**src/rtl/wb_host_bridge_if.sv**
```systemverilog
// wb_host_bridge_if: groups the bridge's command, response and Wishbone initiator signals.
//   master modport : the bridge side (takes commands, returns responses, drives Wishbone)
//   slave modport  : the environment side (issues commands, consumes responses, is the
//                    Wishbone target)
// Signals:
//   cmd_valid/cmd_ready/cmd_we/cmd_adr/cmd_dat/cmd_sel : command request channel
//   rsp_valid/rsp_ready/rsp_dat/rsp_err                 : response channel
//   wbm_cyc_o/stb_o/we_o/sel_o/adr_o/dat_o              : Wishbone initiator outputs
//   wbm_ack_i/wbm_dat_i                                 : Wishbone initiator inputs
interface wb_host_bridge_if;
  logic        cmd_valid;
  logic        cmd_ready;
  logic        cmd_we;
  logic [31:0] cmd_adr;
  logic [31:0] cmd_dat;
  logic [3:0]  cmd_sel;

  logic        rsp_valid;
  logic        rsp_ready;
  logic [31:0] rsp_dat;
  logic        rsp_err;

  logic        wbm_cyc_o;
  logic        wbm_stb_o;
  logic        wbm_we_o;
  logic [3:0]  wbm_sel_o;
  logic [31:0] wbm_adr_o;
  logic [31:0] wbm_dat_o;
  logic        wbm_ack_i;
  logic [31:0] wbm_dat_i;

  modport master (
    input  cmd_valid, cmd_we, cmd_adr, cmd_dat, cmd_sel,
    input  rsp_ready,
    input  wbm_ack_i, wbm_dat_i,
    output cmd_ready,
    output rsp_valid, rsp_dat, rsp_err,
    output wbm_cyc_o, wbm_stb_o, wbm_we_o, wbm_sel_o, wbm_adr_o, wbm_dat_o
  );

  modport slave (
    output cmd_valid, cmd_we, cmd_adr, cmd_dat, cmd_sel,
    output rsp_ready,
    output wbm_ack_i, wbm_dat_i,
    input  cmd_ready,
    input  rsp_valid, rsp_dat, rsp_err,
    input  wbm_cyc_o, wbm_stb_o, wbm_we_o, wbm_sel_o, wbm_adr_o, wbm_dat_o
  );
endinterface

```
**src/rtl/wb_host_bridge.sv**
```systemverilog
// wb_host_bridge: command/response to Wishbone classic single-access initiator.
// One transaction outstanding at a time: IDLE accepts a command, BUS runs the Wishbone
// cycle until ack or timeout, RESP holds the response until it is consumed.
// Ports:
//   wb_clk_i : clock, all state on the rising edge
//   wb_rst_i : asynchronous active-high reset
//   bus      : wb_host_bridge_if.master (command, response and Wishbone signals)
//   err_cnt  : saturating count of timed-out cycles
// Parameters:
//   TIMEOUT  : cycles a bus cycle may stay open without ack (2..65535)
//   ERR_DATA : read data returned on a timeout
module wb_host_bridge #(
  parameter int unsigned TIMEOUT  = 256,
  parameter logic [31:0] ERR_DATA = 32'hFFFF_FFFF
) (
  input  logic             wb_clk_i,
  input  logic             wb_rst_i,
  wb_host_bridge_if.master bus,
  output logic [7:0]       err_cnt
);

  typedef enum logic [1:0] {
    StIdle = 2'd0,
    StBus  = 2'd1,
    StResp = 2'd2
  } state_e;

  // Counter value at the edge that closes the TIMEOUT-th cycle without ack.
  localparam logic [15:0] TimeoutLast = 16'(TIMEOUT - 1);

  state_e      state_q, state_d;
  logic        cmd_ready_q, cmd_ready_d;
  logic        cyc_q, cyc_d;
  logic        we_q, we_d;
  logic [3:0]  sel_q, sel_d;
  logic [31:0] adr_q, adr_d;
  logic [31:0] dat_q, dat_d;
  logic [15:0] tcnt_q, tcnt_d;
  logic        rsp_valid_q, rsp_valid_d;
  logic [31:0] rsp_dat_q, rsp_dat_d;
  logic        rsp_err_q, rsp_err_d;
  logic [7:0]  err_cnt_q, err_cnt_d;

  always_ff @(posedge wb_clk_i or posedge wb_rst_i) begin
    if (wb_rst_i) begin
      state_q     <= StIdle;
      cmd_ready_q <= 1'b0;
      cyc_q       <= 1'b0;
      we_q        <= 1'b0;
      sel_q       <= '0;
      adr_q       <= '0;
      dat_q       <= '0;
      tcnt_q      <= '0;
      rsp_valid_q <= 1'b0;
      rsp_dat_q   <= '0;
      rsp_err_q   <= 1'b0;
      err_cnt_q   <= '0;
    end else begin
      state_q     <= state_d;
      cmd_ready_q <= cmd_ready_d;
      cyc_q       <= cyc_d;
      we_q        <= we_d;
      sel_q       <= sel_d;
      adr_q       <= adr_d;
      dat_q       <= dat_d;
      tcnt_q      <= tcnt_d;
      rsp_valid_q <= rsp_valid_d;
      rsp_dat_q   <= rsp_dat_d;
      rsp_err_q   <= rsp_err_d;
      err_cnt_q   <= err_cnt_d;
    end
  end

  always_comb begin
    state_d     = state_q;
    cyc_d       = cyc_q;
    we_d        = we_q;
    sel_d       = sel_q;
    adr_d       = adr_q;
    dat_d       = dat_q;
    tcnt_d      = tcnt_q;
    rsp_valid_d = rsp_valid_q;
    rsp_dat_d   = rsp_dat_q;
    rsp_err_d   = rsp_err_q;
    err_cnt_d   = err_cnt_q;

    unique case (state_q)
      StIdle: begin
        // cmd_ready_q is only high in IDLE; it also masks the first cycle after reset.
        if (bus.cmd_valid && cmd_ready_q) begin
          state_d = StBus;
          cyc_d   = 1'b1;
          we_d    = bus.cmd_we;
          sel_d   = bus.cmd_sel;
          adr_d   = bus.cmd_adr;
          dat_d   = bus.cmd_dat;
          tcnt_d  = '0;
        end
      end
      StBus: begin
        // Ack wins over a timeout landing on the same edge.
        if (bus.wbm_ack_i) begin
          state_d     = StResp;
          cyc_d       = 1'b0;
          rsp_valid_d = 1'b1;
          rsp_err_d   = 1'b0;
          rsp_dat_d   = we_q ? 32'h0 : bus.wbm_dat_i;
        end else if (tcnt_q == TimeoutLast) begin
          state_d     = StResp;
          cyc_d       = 1'b0;
          rsp_valid_d = 1'b1;
          rsp_err_d   = 1'b1;
          rsp_dat_d   = we_q ? 32'h0 : ERR_DATA;
          if (err_cnt_q != 8'hFF) begin
            err_cnt_d = err_cnt_q + 8'd1;
          end
        end else begin
          tcnt_d = tcnt_q + 16'd1;
        end
      end
      StResp: begin
        if (bus.rsp_ready) begin
          state_d     = StIdle;
          rsp_valid_d = 1'b0;
          rsp_dat_d   = '0;
          rsp_err_d   = 1'b0;
        end
      end
      default: begin
        state_d = StIdle;
      end
    endcase

    cmd_ready_d = (state_d == StIdle);
  end

  assign bus.cmd_ready = cmd_ready_q;
  assign bus.rsp_valid = rsp_valid_q;
  assign bus.rsp_dat   = rsp_dat_q;
  assign bus.rsp_err   = rsp_err_q;

  // Attribute outputs are forced to zero whenever no cycle is open.
  assign bus.wbm_cyc_o = cyc_q;
  assign bus.wbm_stb_o = cyc_q;
  assign bus.wbm_we_o  = cyc_q & we_q;
  assign bus.wbm_sel_o = cyc_q ? sel_q : 4'h0;
  assign bus.wbm_adr_o = cyc_q ? adr_q : 32'h0;
  assign bus.wbm_dat_o = cyc_q ? dat_q : 32'h0;

  assign err_cnt = err_cnt_q;

endmodule

```
**src/flat_wrapper.sv**
```systemverilog
// flat-port wrapper written by rule: the top's interface ports become plain ports
module wb_host_bridge_flat 
#(
  parameter int unsigned TIMEOUT  = 256,
  parameter logic [31:0] ERR_DATA = 32'hFFFF_FFFF
)
  (wb_clk_i, wb_rst_i, err_cnt, bus_cmd_valid, bus_cmd_we, bus_cmd_adr, bus_cmd_dat, bus_cmd_sel, bus_rsp_ready, bus_wbm_ack_i, bus_wbm_dat_i, bus_cmd_ready, bus_rsp_valid, bus_rsp_dat, bus_rsp_err, bus_wbm_cyc_o, bus_wbm_stb_o, bus_wbm_we_o, bus_wbm_sel_o, bus_wbm_adr_o, bus_wbm_dat_o);
  wb_host_bridge_if bus_i ();
  input  logic wb_clk_i;
  input  logic wb_rst_i;
  output logic [7:0] err_cnt;
  input wire logic [$bits(bus_i.cmd_valid)-1:0] bus_cmd_valid;
  input wire logic [$bits(bus_i.cmd_we)-1:0] bus_cmd_we;
  input wire logic [$bits(bus_i.cmd_adr)-1:0] bus_cmd_adr;
  input wire logic [$bits(bus_i.cmd_dat)-1:0] bus_cmd_dat;
  input wire logic [$bits(bus_i.cmd_sel)-1:0] bus_cmd_sel;
  input wire logic [$bits(bus_i.rsp_ready)-1:0] bus_rsp_ready;
  input wire logic [$bits(bus_i.wbm_ack_i)-1:0] bus_wbm_ack_i;
  input wire logic [$bits(bus_i.wbm_dat_i)-1:0] bus_wbm_dat_i;
  output wire logic [$bits(bus_i.cmd_ready)-1:0] bus_cmd_ready;
  output wire logic [$bits(bus_i.rsp_valid)-1:0] bus_rsp_valid;
  output wire logic [$bits(bus_i.rsp_dat)-1:0] bus_rsp_dat;
  output wire logic [$bits(bus_i.rsp_err)-1:0] bus_rsp_err;
  output wire logic [$bits(bus_i.wbm_cyc_o)-1:0] bus_wbm_cyc_o;
  output wire logic [$bits(bus_i.wbm_stb_o)-1:0] bus_wbm_stb_o;
  output wire logic [$bits(bus_i.wbm_we_o)-1:0] bus_wbm_we_o;
  output wire logic [$bits(bus_i.wbm_sel_o)-1:0] bus_wbm_sel_o;
  output wire logic [$bits(bus_i.wbm_adr_o)-1:0] bus_wbm_adr_o;
  output wire logic [$bits(bus_i.wbm_dat_o)-1:0] bus_wbm_dat_o;
  assign bus_i.cmd_valid = bus_cmd_valid;
  assign bus_i.cmd_we = bus_cmd_we;
  assign bus_i.cmd_adr = bus_cmd_adr;
  assign bus_i.cmd_dat = bus_cmd_dat;
  assign bus_i.cmd_sel = bus_cmd_sel;
  assign bus_i.rsp_ready = bus_rsp_ready;
  assign bus_i.wbm_ack_i = bus_wbm_ack_i;
  assign bus_i.wbm_dat_i = bus_wbm_dat_i;
  assign bus_cmd_ready = bus_i.cmd_ready;
  assign bus_rsp_valid = bus_i.rsp_valid;
  assign bus_rsp_dat = bus_i.rsp_dat;
  assign bus_rsp_err = bus_i.rsp_err;
  assign bus_wbm_cyc_o = bus_i.wbm_cyc_o;
  assign bus_wbm_stb_o = bus_i.wbm_stb_o;
  assign bus_wbm_we_o = bus_i.wbm_we_o;
  assign bus_wbm_sel_o = bus_i.wbm_sel_o;
  assign bus_wbm_adr_o = bus_i.wbm_adr_o;
  assign bus_wbm_dat_o = bus_i.wbm_dat_o;
  wb_host_bridge #(.TIMEOUT(TIMEOUT), .ERR_DATA(ERR_DATA)) u_core (.wb_clk_i(wb_clk_i), .wb_rst_i(wb_rst_i), .bus(bus_i), .err_cnt(err_cnt));
endmodule
```
**config.mk**
```make
export PLATFORM = sky130hd
export DESIGN_NAME = wb_host_bridge_flat
export DESIGN_NICKNAME = d
export VERILOG_FILES = /design/src/rtl/wb_host_bridge_if.sv /design/src/rtl/wb_host_bridge.sv /design/src/flat_wrapper.sv
export SDC_FILE = /design/constraint.sdc
export NUM_CORES = 1
export LEC_CHECK = 0
export BUFFER_PORTS_ARGS = -buffer_cell sky130_fd_sc_hd__buf_2
export CORE_MARGIN = 1.5
export CORE_UTILIZATION = 50
export CTS_BUF_LIST = sky130_fd_sc_hd__clkbuf_4 sky130_fd_sc_hd__clkbuf_8
export DETAILED_ROUTE_END_ITERATION = 7
export GPL_TIMING_DRIVEN = 0
export HOLD_SLACK_MARGIN = 0.12
export MAX_ROUTING_LAYER = met4
export PLACE_DENSITY_LB_ADDON = 0.2
export SYNTH_ARGS = -nofsm -noshare
export SYNTH_HDL_FRONTEND = slang
export SYNTH_SLANG_ARGS = --single-unit
```
**constraint.sdc**
```tcl
create_clock -name wb_clk_i -period 5.1 [get_ports wb_clk_i]
set_input_delay 0 -clock wb_clk_i [delete_from_list [all_inputs] [get_ports wb_clk_i]]
set_output_delay 0 -clock wb_clk_i [all_outputs]
set_load 0.005 [all_outputs]
```
; After elaboration in Yosys (flattened, before gate mapping)
; Cells that the tools add are included.
[op_classes]
n_addsub = 2
mul = 0
n_div = 0
n_lt_le_gt_ge = 0
eq_ne = 9
shift = 0
muxes = 28
bitwise_logic = 2
reduce_logical = 10
[op_table]
columns = operator, count
row1 = two-way mux 32 bit, 7
row2 = one-hot mux 32 bit (2 select lines), 1
row3 = two-way mux 16 bit, 3
row4 = one-hot mux 16 bit (2 select lines), 1
row5 = adder 16 x 1 -> 16 bit (second input constant), 1
row6 = equality test 16 x 8 -> 1 bit (second input constant), 1
row7 = adder 8 x 1 -> 8 bit (second input constant), 1
row8 = two-way mux 2 bit, 4
row9 = inequality test 8 bit (second input constant), 1
row10 = AND reduction 4 bit, 2
row11 = two-way mux 1 bit, 7
row12 = inequality test 2 bit (second input constant), 3
row13 = one-hot mux 1 bit (2 select lines), 3
row14 = one-hot mux 2 bit (3 select lines), 1
row15 = AND reduction 3 bit, 2
row16 = logical NOT 2 bit, 2
row17 = two-way mux 4 bit, 1
row18 = nonzero test 2 bit, 2
row19 = inequality test 3 x 2 -> 1 bit (second input constant), 1
row20 = equality test 2 x 1 -> 1 bit (second input constant), 1
row21 = equality test 2 bit (second input constant), 1
row22 = inequality test 2 x 1 -> 1 bit (second input constant), 1
row23 = AND reduction 2 bit, 1
row24 = AND 1 bit, 1
row25 = other kinds (2), 2
[totals]
regBits = 131
latch_bits = 0
ramBits = 0
rom_bits = 0
in_bits = 106
output_inout_bits = 114
wordCells = 63
mem_count = 0

; Logic depth before layout (Yosys ltp)
; Gate-level depths: netlist of run 1.
[logic_depth]
word_depth = 5
ltp_mapped = 7
ltp_nobuf = 5

; Worst setup path after synthesis of run 1
; OpenSTA, ideal clock, no wires.
[synth_path]
kind = register -> register
startpoint = register u_core.state_q[1]
endpoint = register u_core.tcnt_q[15]
setup_ps = 140
t_arrival_ps = 1937
required_ps = 4960
setup_slack_ps = 3024
path_stages_with_launch = 7
path_buffers = 2
period_less_slack_ps = 2076
cell_sequence = dfrtp_1 or3b_1 buf_2 or4_1 clkbuf_2 o311ai_0 o41ai_1
[synth_between]
elab_chain_cells = 3
elab_cells_between_ends = 8
classes_between = 4 x eq/ne / 1 x mux / 3 x reduce/logical
[synth_rtl]
columns = item, line
row1 = start: declaration, wb_host_bridge.sv:31  ; state_e state_q, state_d;
row2 = start signal: assignment, wb_host_bridge.sv:46  ; state_q <= StIdle;
row3 = start signal: assignment, wb_host_bridge.sv:59  ; state_q <= state_d;
row4 = equality test 2 x 1 -> 1 bit / logical NOT 2 bit (equally long branches), wb_host_bridge.sv:87  ; unique case (state_q)
row5 = "inequality test 2 bit (no source line), or another cell as far along", n/a
row6 = AND reduction 4 bit (no source line), n/a
row7 = end signal: assignment, wb_host_bridge.sv:66  ; tcnt_q <= tcnt_d;
row8 = end: declaration, wb_host_bridge.sv:38  ; logic [15:0] tcnt_q, tcnt_d;
; Parallel ways exist; a longest one is shown, timed or not.
; A chain may end at the register's enable or synchronous reset.

; Worst setup path after layout of run 1
[layout_path]
startpoint = register u_core.tcnt_q[12]
endpoint = register u_core.rsp_dat_q[17] (netlist: u_core.bus.rsp_dat[17])
[layout_between]
elab_chain_cells = 3
[layout_rtl]
columns = item, line
row1 = equality test 16 x 8 -> 1 bit, wb_host_bridge.sv:108  ; end else if (tcnt_q == TimeoutLast) begin
row2 = inequality test 3 x 2 -> 1 bit (no source line), n/a
row3 = AND reduction 3 bit (no source line), n/a
row4 = end signal: assignment, wb_host_bridge.sv:68  ; rsp_dat_q <= rsp_dat_d;
row5 = end: declaration, wb_host_bridge.sv:40  ; logic [31:0] rsp_dat_q, rsp_dat_d;
; No other way between the ends.

==> impl_metrics.toml, run 1 <==
[run_status]
status = "finished clean"

[critical_path]
arrival_ns = 2.75
cp.required_ns = 5.46
path_max_fanout = 10
crit_path_start = "u_core.tcnt_q[12]$_DFFE_PP0P_"
regToRegEndpoint = "u_core.bus.rsp_dat[17]$_DFFE_PP0P_"
cp-end-kind = "register"
r2r_cells = 6
timing.rr.start = "u_core.tcnt_q[12]$_DFFE_PP0P_"
reg2reg_slack_ns = 2.71
worstSetupPathType = "register to register"
crit_end = "u_core.bus.rsp_dat[17]$_DFFE_PP0P_"
startpoint_type = "register"

[synth]
synth_seq_cells = 131
synth.top_cell.area_share = 0.528
avgSynthCellArea_um2 = 8.96
synth.area.top_cells = "dfrtp_1 53%, nand2_1 15%, and2_1 7.0%"
syn-cell-area_um2 = 6210
yosys.area.top_type = "dfrtp_1"
synth_nets = 801
synth-async-reset-ratio = 1.00
synth.most_common_cell = "nand2_1"
yosys.cell_types.count = 43
synth_cells = 693
ys.flop_type = "dfrtp_1"
synth_common_cells = "251 x nand2_1, 131 x dfrtp_1, 69 x and2_1, 37 x inv_1, 34 x clkbuf_1"
ys_seq_area_frac = 0.528
yosys_warnings = 0
synth_edf_count = 0

[cts]
cts_tree = "yes"
cts_root_buf = "clkbuf_8"
insertion_delay_ns = 0.45
cts_resized = 0
h-tree-depth = 4
path_clk_slew_ns = 0.08
clk_path_buf_depth = 2
numCtsBuffers = 17
postCtsHoldBufs = 105
cts_setup_buffers = 0
clkSinkCount = 131

[power]
swShare = 0.368
power_mw = 4.27
clkPwrFrac = 0.195
pwr-share-comb = 0.414
peakVddDrop_uv = 293
p_int_mw = 2.70
power_switching_mw = 1.57
power.share.sequential = 0.391
power.density_nw_per_um2 = 476
cellLeakagePower_nw = 4.94

[place]
port_buffers = 218
gp_congestion = 0.791
dp.final_hpwl_um = 10800
place_inst = 1080

[layout]
drive_above_1_share = 0.254
area_growth_pct = 44.5
diodes = 0
nets = 1144
final_cells = 1217

[route]
wl_per_cell_um = 14.3
first_pass_iters = 4
via_per_inst = 4.94
via_count = 6007
drc = 0
ant_nets = 0
drt_iter0_drc = 434
wl_um = 17400

[sta]
slew_headroom = 0.450
maxSlewViolCount = 0
fin_crit_ns = 2.39
finalSetupTns_ns = 0
finalSetupViolCount = 0
rsz0062_at_grt = "no"
final.period_utilization = 0.468
hold_viol = 0
worstMarginPinSlew_ns = 0.823
fmax_ghz = 0.419
finalClockSkew_ns = 0.0109

[grt]
grt_max_degree = 78
grt_pass1_vias = 5951
overflow = 0
grt_pass1_wl_um = 27900
antenna_found_initial = 0
groute.usage.overall = 0.282

[floorplan]
dieArea_um2 = 13100
die_w_um = 114
start_util = 0.515
rows = 40
die_h_um = 114
ios = 220
core_area_um2 = 12100

[run]
cap_violations = 0

[worst_hold_path]
hp-class = "input pin to async pin"
metal layers:
metal  global-route usage  up-vias  part of all wire
li1                     -     2905                 -
met1                0.336     2845              0.43
met2                0.466      213              0.49
met3               0.0678       44             0.050
met4                0.110        0             0.025
met5                    -        -                 0
how the worst min path moves through the flow:
stage / slack (ns) / start / end
4_1_cts: 0.16 / wb_rst_i / u_core.adr_q[4]$_DFFE_PP0P_
3_5_place_dp: 0.09 / wb_rst_i / u_core.bus.rsp_dat[19]$_DFFE_PP0P_
6_report: 0.19 / wb_rst_i / u_core.adr_q[4]$_DFFE_PP0P_
5_1_grt: 0.21 / wb_rst_i / u_core.bus.rsp_dat[19]$_DFFE_PP0P_
3_3_place_gp: 0.19 / bus_cmd_dat[30] / u_core.dat_q[30]$_DFFE_PP0P_
2_1_floorplan: 0.11 / bus_cmd_adr[0] / u_core.adr_q[0]$_DFFE_PP0P_
stage by stage:
step / setup slack, ns / area [µm²] / hold WS (ns) / util
final: 2.71 / 8970 / 0.191 / 0.744
after global routing: 2.48 / 8970 / 0.206 / 0.744
after CTS: 2.69 / 8970 / 0.156 / 0.744
after detailed placement: 2.69 / 7540 / 0.0939 / 0.625
after global placement: 0.0364 / 7510 / 0.189 / 0.622
after floorplan: 1.60 / 6210 / 0.105 / -
power by group through the flow:
stage	Sequential (mW)	Clock [mW]	Combinational [mW]
floorplan	1.64	0	1.00
global placement	1.66	0	1.63
global route	1.72	0.892	1.98
CTS	1.66	0.842	1.75
detailed placement	1.67	0	1.68
finish	1.67	0.831	1.77
final cells by class:
class | instances | area [µm²]
clock inverter | 9 | 80.1
clock buffer | 23 | 298
timing repair buffer | 324 | 2170
buffer | 44 | 183
inverter | 37 | 144
multi-input combinational | 481 | 2610
sequential | 131 | 3280
fill | 849 | 3090
tap | 168 | 210
worst max-delay path: stages, from the launching register on:
cell and delay, ns:
dfrtp_1 0.41, nor4_1 0.52, and4_1 0.36, o21a_1 0.12, clkbuf_1 0.28, buf_2 0.36
mux2i_1 0.26
sequential cells by signal, summed over array words and instances (netlist names):
signal                count
u_core.adr_q             32
u_core.sel_q              4
u_core.bus.rsp_dat       32
u_core.err_cnt            8
u_core.bus.wbm_cyc_o      1
u_core.dat_q             32
u_core.tcnt_q            16
u_core.state_q            2
u_core.we_q               1
u_core.bus.rsp_err        1
u_core.bus.cmd_ready      1
u_core.bus.rsp_valid      1
placed cells by master (no fill, tap or decap), types with 20 or more instances in the layout:
cell type	count
a21o_1	33
buf_2	222
nand2_1	251
inv_1	36
dfrtp_1	131
mux2i_1	33
clkbuf_8	20
dlygate4sd3_1	105
clkbuf_1	34
and2_1	69
cells by family after synthesis:
kind of cell,count (synthesis),share of synthesized area
simple gates,376,0.279
xor+xnor,7,0.00988
compound gates,61,0.0700
buf+inv,81,0.0518
flops,131,0.528
fa+ha+maj,2,0.00403
mux,35,0.0569
No activity file was read; power rests on OpenSTA's default activity.
==> run 2, diff against run 1 <==
- clock period: 5.1 -> 2.4 ns (I/O delays scaled with it)
==> impl_metrics.toml, run 2 (synthesis gave the netlist of run 1 again) <==
[run]
cap_violations = 0

[grt]
overflow = 0
grt_max_degree = 39
groute.usage.overall = 0.278
grt_pass1_wl_um = 27700
antenna_found_initial = 0
grt_pass1_vias = 5961

[route]
ant_nets = 0
wl_um = 17200
drt_iter0_drc = 435
wl_per_cell_um = 14.1
drc = 0
via_per_inst = 4.87
via_count = 5943
first_pass_iters = 5

[run_status]
status = "finished clean"

[floorplan]
rows = 40
die_h_um = 114
die_w_um = 114
core_area_um2 = 12100
dieArea_um2 = 13100
ios = 220
start_util = 0.515

[power]
power.density_nw_per_um2 = 1050
swShare = 0.349
peakVddDrop_uv = 526
clkPwrFrac = 0.239
power_switching_mw = 3.34
power.share.sequential = 0.372
p_int_mw = 6.22
cellLeakagePower_nw = 5.02
power_mw = 9.57
pwr-share-comb = 0.390

[sta]
worstMarginPinSlew_ns = 0.737
fin_ws_ns = 0.120
fmax_ghz = 0.439
maxSlewViolCount = 0
rsz0062_at_grt = "no"
hold_viol = 0
finalClockSkew_ns = 0.00889
finalSetupTns_ns = 0
finalSetupViolCount = 0
slew_headroom = 0.508
final.period_utilization = 0.950
holdWs_ns = 0.231
fin_crit_ns = 2.28

[cts]
cts_root_buf = "clkbuf_8"
cts_tree = "yes"
insertion_delay_ns = 0.43
clkSinkCount = 131
numCtsBuffers = 17
cts_setup_buffers = 0
h-tree-depth = 4
clk_path_buf_depth = 2
path_clk_slew_ns = 0.08

[critical_path]
timing.rr.start = "u_core.state_q[1]$_DFF_PP0_"
cp.required_ns = 2.70
slowest_delay_ns = 0.52
path_max_fanout = 7
arrival_ns = 2.58
path_cells = "or3b_1 -> buf_2 -> or4_1 -> clkbuf_2 -> o311ai_0 -> o41ai_1"
crit_path_start = "u_core.state_q[1]$_DFF_PP0_"
cp-end-kind = "register"
crit_slowest_cell = "or4_1"
startpoint_type = "register"
worstSetupPathType = "register to register"

[place]
gp_congestion = 0.797
dp_slack_ns = -0.0117
port_buffers = 218
postPlaceCellArea_um2 = 7570
dp.final_hpwl_um = 10900

[worst_hold_path]
hp-class = "input pin to async pin"

[layout]
layout_commonest_cell = "nand2_1"
stdcell_area_um2 = 9140
nets = 1145
area_growth_pct = 47.3
final_cell_mix = "251 x nand2_1, 221 x buf_2, 131 x dfrtp_1, 105 x dlygate4sd3_1, 69 x and2_1"
fillCellCount = 829
drive_above_1_share = 0.259
run 2: changes by cell type in the layout (fill, tap and decap cells not counted), moves of 2 or more:
cell,before,now
diode_2,0,2
clkinvlp_4,4,2
clkinv_4,0,4
buf_12,0,3
clkinv_2,4,1
nor4_2,0,2
bufinv_16,1,6
nor4_1,6,4
clkbuf_1,34,32
run 2: worst paths after layout:
path                            cells past startpoint                            endpoint  slack [ns]
max in group asynchronous                           5         u_core.dat_q[6]$_DFFE_PP0P_        1.29
worst min-delay path                                3  u_core.bus.rsp_dat[20]$_DFFE_PP0P_        0.23
worst min register to register                      2         u_core.sel_q[0]$_DFFE_PP0P_        0.47
min in group wb_clk_i                               4        u_core.dat_q[23]$_DFFE_PP0P_        0.28
worst max-delay path                                6       u_core.tcnt_q[15]$_DFFE_PP0P_        0.12
worst max register to register                      6       u_core.tcnt_q[15]$_DFFE_PP0P_        0.12
run 2: timing repair:
action	in CTS	in global routing
hold endpoints to repair	146	0
gates resized for setup	1	5
cloned	0	0
hold buffers	105	0
endpoints found under the setup margin	1	50
run 2: layout make-up:
| type | count | area [µm²] | area share |
|---|---|---|---|
| multi-input combinational | 481 | 2620 | 0.287 |
| sequential | 131 | 3280 | 0.359 |
| clock buffer | 20 | 269 | 0.0294 |
| antenna | 2 | 5.00 | 0.000547 |
| buffer | 43 | 183 | 0.0200 |
| inverter | 37 | 143 | 0.0156 |
| clock inverter | 12 | 228 | 0.0249 |
| tap | 168 | 210 | 0.0230 |
| timing repair buffer | 326 | 2200 | 0.241 |
run 2: critical path, delay by kind of cell (launching register included):
kind	cells	cell delay, ns
and+or+nand+nor	2	0.88
buffers and inverters	2	0.34
AOI/OAI and AO/OA	2	0.49
DFF	1	0.45
run 2: metal layers:
layer / wire length [µm] / up-vias / track usage
li1: - / 2912 / -
met1: 7540 / 2750 / 0.351
met2: 8270 / 225 / 0.435
met3: 891 / 56 / 0.0577
met4: 537 / 0 / 0.127
met5: 0 / - / -
run 2: stage by stage:
stage	util	std cells
floorplan	-	693
global placement	0.623	1079
detailed placement	0.628	1082
CTS	0.756	1219
global route	0.757	1218
finish	0.758	1220
run 2: power by group through the flow:
stage	combinational (mW)	clock [mW]	sequential (mW)
finish	3.73	2.28	3.55
detailed placement	3.55	0	3.55
floorplan	2.13	0	3.48
global route	4.19	2.43	3.66
CTS	3.69	2.32	3.53
global placement	3.45	0	3.54
